## config.mk

```make
export PLATFORM = sky130hd
export DESIGN_NAME = serial_alu_seq_flat
export DESIGN_NICKNAME = d
export VERILOG_FILES = /design/src/rtl/serial_alu_seq_if.sv /design/src/rtl/serial_alu_seq.sv /design/src/flat_wrapper.sv
export SDC_FILE = /design/constraint.sdc
export NUM_CORES = 1
export LEC_CHECK = 0
export ABC_CLOCK_PERIOD_IN_PS = 1900
export CORE_MARGIN = 2
export CORE_UTILIZATION = 42
export CTS_BUF_LIST = sky130_fd_sc_hd__clkbuf_8
export CTS_CLUSTER_SIZE = 10
export DETAILED_ROUTE_END_ITERATION = 8
export HOLD_SLACK_MARGIN = 0.1
export PLACE_DENSITY_LB_ADDON = 0.15
export SLEW_MARGIN = 30
export SYNTH_ARGS = -nofsm -noshare
export SYNTH_HDL_FRONTEND = slang
export SYNTH_SLANG_ARGS = --single-unit
export TNS_END_PERCENT = 10
```

## constraint.sdc

```tcl
create_clock -name clk -period 1.9 [get_ports clk]
set_input_delay 0.285 -clock clk [delete_from_list [all_inputs] [get_ports clk]]
set_output_delay 0.285 -clock clk [all_outputs]
set_load 0.02 [all_outputs]
```

## src/rtl/serial_alu_seq_if.sv

```systemverilog
// Host/slice bundle for the bit-serial ALU sequencer.
// slave is the sequencer side; master is the host plus slice side.
interface serial_alu_seq_if #(
  parameter int WIDTH = 8
);
  logic             start;
  logic             abort;
  logic [WIDTH-1:0] op_a;
  logic [WIDTH-1:0] op_b;
  logic             op_m;
  logic [1:0]       op_s;
  logic             op_cin;
  logic             Ai;
  logic             Bi;
  logic             Ci;
  logic             S1;
  logic             S0;
  logic             M;
  logic             Cout;
  logic             Fi;
  logic             busy;
  logic             done;
  logic [WIDTH-1:0] result;
  logic             carry_out;

  modport slave (
    input  start, abort, op_a, op_b,
    input  op_m, op_s, op_cin,
    input  Cout, Fi,
    output Ai, Bi, Ci, S1, S0, M,
    output busy, done, result, carry_out
  );

  modport master (
    output start, abort, op_a, op_b,
    output op_m, op_s, op_cin,
    output Cout, Fi,
    input  Ai, Bi, Ci, S1, S0, M,
    input  busy, done, result, carry_out
  );
endinterface

```

## src/rtl/serial_alu_seq.sv

```systemverilog
// Bit-serial sequencer driving one combinational 1-bit ALU slice,
// LSB first, with carry fed back from Cout to Ci between bits.
module serial_alu_seq #(
  parameter int WIDTH = 8
) (
  input logic            clk,
  input logic            rst,
  serial_alu_seq_if.slave bus
);
  localparam int CW = $clog2(WIDTH + 1);
  localparam logic [CW-1:0] LAST = CW'(WIDTH - 1);

  typedef enum logic [1:0] {
    IDLE = 2'd0,
    RUN  = 2'd1,
    DONE = 2'd2
  } state_e;

  state_e           state_q, state_d;
  logic [WIDTH-1:0] a_sh_q, a_sh_d;
  logic [WIDTH-1:0] b_sh_q, b_sh_d;
  logic             ci_q, ci_d;
  logic [CW-1:0]    cnt_q, cnt_d;
  logic [WIDTH-1:0] result_q, result_d;
  logic             cout_q, cout_d;
  logic [1:0]       s_q, s_d;
  logic             m_q, m_d;
  logic [WIDTH:0]   shifted;

  always_ff @(posedge clk or posedge rst) begin
    if (rst) begin
      state_q  <= IDLE;
      a_sh_q   <= '0;
      b_sh_q   <= '0;
      ci_q     <= 1'b0;
      cnt_q    <= '0;
      result_q <= '0;
      cout_q   <= 1'b0;
      s_q      <= 2'b00;
      m_q      <= 1'b0;
    end else begin
      state_q  <= state_d;
      a_sh_q   <= a_sh_d;
      b_sh_q   <= b_sh_d;
      ci_q     <= ci_d;
      cnt_q    <= cnt_d;
      result_q <= result_d;
      cout_q   <= cout_d;
      s_q      <= s_d;
      m_q      <= m_d;
    end
  end

  // Slice pins come straight from flops; the shifters and carry
  // are cleared on leaving RUN so Ai/Bi/Ci read 0 when idle.
  always_comb begin
    state_d  = state_q;
    a_sh_d   = a_sh_q;
    b_sh_d   = b_sh_q;
    ci_d     = ci_q;
    cnt_d    = cnt_q;
    result_d = result_q;
    cout_d   = cout_q;
    s_d      = s_q;
    m_d      = m_q;
    shifted  = {bus.Fi, result_q} >> 1;
    unique case (state_q)
      IDLE: begin
        if (bus.start) begin
          state_d  = RUN;
          a_sh_d   = bus.op_a;
          b_sh_d   = bus.op_b;
          ci_d     = bus.op_cin;
          cnt_d    = '0;
          result_d = '0;
          cout_d   = 1'b0;
          s_d      = bus.op_s;
          m_d      = bus.op_m;
        end
      end
      RUN: begin
        if (bus.abort) begin
          state_d = IDLE;
          a_sh_d  = '0;
          b_sh_d  = '0;
          ci_d    = 1'b0;
        end else begin
          result_d = shifted[WIDTH-1:0];
          ci_d     = bus.Cout;
          a_sh_d   = a_sh_q >> 1;
          b_sh_d   = b_sh_q >> 1;
          cnt_d    = cnt_q + CW'(1);
          if (cnt_q == LAST) begin
            state_d = DONE;
            cout_d  = m_q ? 1'b0 : bus.Cout;
            a_sh_d  = '0;
            b_sh_d  = '0;
            ci_d    = 1'b0;
          end
        end
      end
      DONE: begin
        state_d = IDLE;
      end
      default: begin
        state_d = IDLE;
      end
    endcase
  end

  assign bus.Ai        = a_sh_q[0];
  assign bus.Bi        = b_sh_q[0];
  assign bus.Ci        = ci_q;
  assign bus.S1        = s_q[1];
  assign bus.S0        = s_q[0];
  assign bus.M         = m_q;
  assign bus.busy      = (state_q == RUN);
  assign bus.done      = (state_q == DONE);
  assign bus.result    = result_q;
  assign bus.carry_out = cout_q;
endmodule
```

## src/flat_wrapper.sv

```systemverilog
// flat-port wrapper written by rule: the top's interface ports become plain ports
module serial_alu_seq_flat 
#(
  parameter int WIDTH = 8
)
  (clk, rst, bus_start, bus_abort, bus_op_a, bus_op_b, bus_op_m, bus_op_s, bus_op_cin, bus_Cout, bus_Fi, bus_Ai, bus_Bi, bus_Ci, bus_S1, bus_S0, bus_M, bus_busy, bus_done, bus_result, bus_carry_out);
  serial_alu_seq_if #(.WIDTH(WIDTH)) bus_i ();
  input logic clk;
  input logic rst;
  input wire logic [$bits(bus_i.start)-1:0] bus_start;
  input wire logic [$bits(bus_i.abort)-1:0] bus_abort;
  input wire logic [$bits(bus_i.op_a)-1:0] bus_op_a;
  input wire logic [$bits(bus_i.op_b)-1:0] bus_op_b;
  input wire logic [$bits(bus_i.op_m)-1:0] bus_op_m;
  input wire logic [$bits(bus_i.op_s)-1:0] bus_op_s;
  input wire logic [$bits(bus_i.op_cin)-1:0] bus_op_cin;
  input wire logic [$bits(bus_i.Cout)-1:0] bus_Cout;
  input wire logic [$bits(bus_i.Fi)-1:0] bus_Fi;
  output wire logic [$bits(bus_i.Ai)-1:0] bus_Ai;
  output wire logic [$bits(bus_i.Bi)-1:0] bus_Bi;
  output wire logic [$bits(bus_i.Ci)-1:0] bus_Ci;
  output wire logic [$bits(bus_i.S1)-1:0] bus_S1;
  output wire logic [$bits(bus_i.S0)-1:0] bus_S0;
  output wire logic [$bits(bus_i.M)-1:0] bus_M;
  output wire logic [$bits(bus_i.busy)-1:0] bus_busy;
  output wire logic [$bits(bus_i.done)-1:0] bus_done;
  output wire logic [$bits(bus_i.result)-1:0] bus_result;
  output wire logic [$bits(bus_i.carry_out)-1:0] bus_carry_out;
  assign bus_i.start = bus_start;
  assign bus_i.abort = bus_abort;
  assign bus_i.op_a = bus_op_a;
  assign bus_i.op_b = bus_op_b;
  assign bus_i.op_m = bus_op_m;
  assign bus_i.op_s = bus_op_s;
  assign bus_i.op_cin = bus_op_cin;
  assign bus_i.Cout = bus_Cout;
  assign bus_i.Fi = bus_Fi;
  assign bus_Ai = bus_i.Ai;
  assign bus_Bi = bus_i.Bi;
  assign bus_Ci = bus_i.Ci;
  assign bus_S1 = bus_i.S1;
  assign bus_S0 = bus_i.S0;
  assign bus_M = bus_i.M;
  assign bus_busy = bus_i.busy;
  assign bus_done = bus_i.done;
  assign bus_result = bus_i.result;
  assign bus_carry_out = bus_i.carry_out;
  serial_alu_seq #(.WIDTH(WIDTH)) u_core (.clk(clk), .rst(rst), .bus(bus_i));
endmodule
```

Word level (Yosys, flattened, before mapping) --
Cells that the tools add are included.
Storage, ports and cells: flip-flop bits (word level) 35, latch bits 0, RAM bits 0, memory bits (read-only) 0, logic and storage cells 51, memories 0
Operators by class: add/subtract/negate cells 1, multipliers 0, div/mod/pow operators 0, order comparisons 0, equality and inequality tests 7, shift-type cells 0, muxes and demuxes 27, bitwise logic cells 0, reduce and logical (&&, ||, !) cells 7
Operators by type and width (number):
- two-way mux 8 bit | 6
- one-hot mux 8 bit (2 select lines) | 3
- two-way mux 7 bit | 2
- two-way mux 4 bit | 2
- one-hot mux 4 bit (2 select lines) | 1
- two-way mux 1 bit | 7
- two-way mux 2 bit | 3
- AND reduction 2 bit | 3
- adder 4 x 1 -> 4 bit, second input constant | 1
- == test 4 x 3 -> 1 bit, second input constant | 1
- inequality test 2 bit, second input constant | 2
- one-hot mux 1 bit (2 select lines) | 2
- one-hot mux 2 bit (2 select lines) | 1
- AND reduction 4 bit | 1
- inequality test 3 x 2 -> 1 bit, second input constant | 1
- AND reduction 3 bit | 1
- == test 2 x 1 -> 1 bit, second input constant | 1
- == test 2 bit, second input constant | 1
- zero test 2 bit | 1
- inequality test 2 x 1 -> 1 bit, second input constant | 1
- nonzero test 2 bit | 1

Depth between registers and ports, before layout --
depth in word-level cells 4, gate-level depth with buffers 5, gate-level depth less buffers 4

Least setup slack after synthesis --
Ideal clock, no wire load.
kind reg-to-reg, start point register u_core.state_q[1], end point register u_core.cnt_q[0], setup time 0.125 ns, arrival time 1.261 ns, setup slack 0.514 ns, cell stages (with the launch flop) 5, period minus slack after synthesis 1.386 ns, path through dfrtp_1 > buf_2 > nor3b_4 > nor2_2 > mux2_2
Between the ends: word-level cells in the longest chain between the ends 3
RTL lines:
- start, declared | line serial_alu_seq.sv:19 | state_e state_q, state_d;
- start signal, assigned | line serial_alu_seq.sv:42 | state_q <= state_d;
- == test 2 x 1 -> 1 bit or zero test 2 bit (tied branches) | line serial_alu_seq.sv:67 | unique case (state_q)
- inequality test 2 bit (no source line) or nonzero test 2 bit (tied branches)
- AND reduction 3 bit (no source line)
- end signal, assigned | line serial_alu_seq.sv:46 | cnt_q <= cnt_d;
- end, declared | line serial_alu_seq.sv:23 | logic [CW-1:0] cnt_q, cnt_d;
Parallel ways exist; a longest one is shown, timed or not. A chain may end at the register's enable or synchronous reset.

Worst setup path after layout --
start point register u_core.state_q[1], end point output port bus_done
Between the ends: word-level cells in the longest chain between the ends 1
RTL lines:
- == test 2 bit | line serial_alu_seq.sv:118 | assign bus.done = (state_q == DONE);
- end, declared | line flat_wrapper.sv:26 | output wire logic [$bits(bus_i.done)-1:0] bus_done;
No other way between the ends.

==> results.toml <==
[synthesis]
synth-edff-count = 0
synthesis.area_per_instance_um2 = 11.0
postSynthRegisterBits = 35
postSynthCellCount = 139
number_of_nets_produced_by_synthesis = 166
synth-warning-count = 0
synth_cell_type_count = 28
post_synth_instance_area_um2 = 1530
synth_seq_area_share = 0.571
asyncSetResetFlopFracSynth = 1.00
yosys_most_used_dff = "sky130_fd_sc_hd__dfrtp_1"

[clock_network]
clk_latency_ps = 290
numClockSinks = 35
clock_tree_from_tritoncts = "built"
h-tree-depth = 2
tritoncts_buffers = 5
ctsRootBufferMaster = "sky130_fd_sc_hd__clkbuf_8"
postCtsSetupBuffers = 0
post_cts_clock_slew_at_the_launch_and_capture_registers_of_the_worst_setup_and_hold_paths_ps = 70
cts.path.max_buffers = 2
cts_hold_buf = 0

[detailed_routing]
drt_drc_violations_left = 0
dr.first_iter.drc_count = 93
antenna_left = 0
drt-wirelength-per-cell_um = 14.7
detail_route.wirelength_mm = 3.41
vias_per_cell = 5.38
drt_pre_antenna_iters = 4
via_count = 1249

[finish]
drive_above_1_share = 0.124
areaGrowthSynthToFinish_pct = 37.1
layout.cells.most_common_list = "sky130_fd_sc_hd__clkdlybuf4s50_1, sky130_fd_sc_hd__dfrtp_1, sky130_fd_sc_hd__nor2_1"
num_antenna_cells = 0
layout_commonest_cell = "sky130_fd_sc_hd__clkdlybuf4s50_1"
nets = 212
fillerInstances = 289

[sta]
final-max-slew-violation-count = 0
hold_violations = 0
period_needed_ps = 1790
max_slew_margin = 0.680
setup_viol = 0
fmaxAchievable_ghz = 0.559
layout_worst_path_cycle_share = 0.941
fin_tns_setup_ps = 0
fin_skew_ps = 7.23
hold_slack_ps = 383
grt_setup_unrepaired = "false"
worst_pin_slew_ps = 476

[power_and_ir_drop]
powerDensity_nw_per_um2 = 928
power.static_leakage_nw = 0.907
vdd_drop_max_v = 0.000600

[flow_run]
max_cap_violations = 0

[floorplanning]
std_cell_rows = 21
coreArea_um2 = 3420
initial_core_util = 0.449
floorplan.io_pins = 43
chipWidth_um = 64.4
die_area_um2 = 4150
die_height_um = 64.4

[run_status]
status = "complete, no violations"

[placement]
gp_routability_congestion = 0.814
port-buffer-count = 42
dp_hpwl_mm = 2.37

[global_routing]
groute.usage.overall = 0.180
antenna_violations_before_repair = 0
maximum_number_of_pins_on_one_net_before_global_route_repair = 36
grt.overflow.total = 0
global_route_wire_length_before_repair_mm = 5.68
grt_pass1_vias = 1221

[setup_path]
worst-setup-path-type = "register to output port"
path_max_fanout = 9
worst_setup_path_end_kind = "output port"
timing.critical_path.from_type = "register"
critPathRequiredTime_ps = 1620
worst_ep_arrival_time_ps = 1500
reg2reg_setup_slack_ps = 370

[hold_path]
worstHoldPathType = "input port to async pin"
[layer usage]
metal,global-route usage,up-vias,share of wire
met5,0,-,0
met4,0.0798,0,0.0056
met3,0.0503,2,0.044
met2,0.284,31,0.50
met1,0.232,614,0.45
li1,-,602,-
[cell families (layout without fill, tap and decap cells)]
family                   after synthesis  after routing  synth area share
flip-flops                            35             35             0.571
adder cells (fa/ha/maj)                1              1           0.00816
buffers and inverters                 11             58            0.0367
AND/OR/NAND/NOR                       43             43             0.142
AO/OA/AOI/OAI                         45             45             0.215
multiplexers                           4              4            0.0269
[final timing paths]
path                                                from                               end  depth (start not counted)
min reg2reg                    u_core.s_q[0]$_DFFE_PP0P_         u_core.s_q[0]$_DFFE_PP0P_                          2
max                        u_core.state_q[1]$_DFFE_PP0P_                          bus_done                          2
min                                                  rst      u_core.a_sh_q[4]$_DFFE_PP0P_                          3
min in group clk               u_core.s_q[0]$_DFFE_PP0P_         u_core.s_q[0]$_DFFE_PP0P_                          2
max reg2reg                  u_core.cnt_q[1]$_DFFE_PP0P_  u_core.bus.carry_out$_DFFE_PP0P_                          4
max in group asynchronous                            rst     u_core.state_q[1]$_DFFE_PP0P_                          3
[final cells by class]
type                            count  area, um2  share of cell area
Clock buffer                        5       68.8              0.0328
Clock inverter                      3       20.0             0.00953
Inverter                            2       7.51             0.00357
Multi-Input combinational cell     93        601               0.286
Sequential cell                    35        878               0.418
Tap cell                           46       57.6              0.0274
Timing Repair Buffer               48        468               0.223
[timing repair]
item                                   in CTS  in global routing
endpoints found under the hold margin       0                  0
setup endpoints to repair                   0                  2
gates resized for setup                     0                  3
[power by group]
part	internal [W]	switching (W)
registers	0.000864	0.0000835
clock network	0.000255	0.000265
logic	0.000240	0.000242
[critical path, stage by stage (launching register included)]
cell                              delay, ps
sky130_fd_sc_hd__dfrtp_2                470
sky130_fd_sc_hd__nor2b_1                150
sky130_fd_sc_hd__clkdlybuf4s50_1        600
[sequential cells by signal, summed over array words and instances (netlist names)]
name,flops
u_core.a_sh_q,8
u_core.b_sh_q,8
u_core.bus.Ci,1
u_core.bus.M,1
u_core.bus.carry_out,1
u_core.bus.result,8
u_core.cnt_q,4
u_core.s_q,2
u_core.state_q,2
[Yosys cell counts, drive strengths merged (2+ instances only)]
cell type,n,area share
nor3b,2,0.020
a22o,10,0.057
nand2,15,0.037
mux2i,3,0.020
nand3b,2,0.012
o21ai,2,0.0065
clkbuf,4,0.0098
a32oi,15,0.086
buf,5,0.022
nor2,18,0.046
a21oi,15,0.049
nor2b,3,0.012
dfrtp,35,0.57
[stage by stage]
| step | cells | cell area (um2) | util | setup slack, ps | power [W] |
|---|---|---|---|---|---|
| 6_report | 232 | 2100 | 0.615 | 112 | 0.00195 |
| 5_1_grt | 232 | 2100 | 0.615 | 33.5 | 0.00207 |
| 4_1_cts | 232 | 2100 | 0.614 | 4.35 | 0.00197 |
| 3_5_place_dp | 224 | 2010 | 0.588 | 175 | 0.00144 |
| 3_3_place_gp | 224 | 2010 | 0.588 | 211 | 0.00142 |
| 2_1_floorplan | 139 | 1530 | - | 514 | 0.00123 |
(Power assumes the default switching activity.)
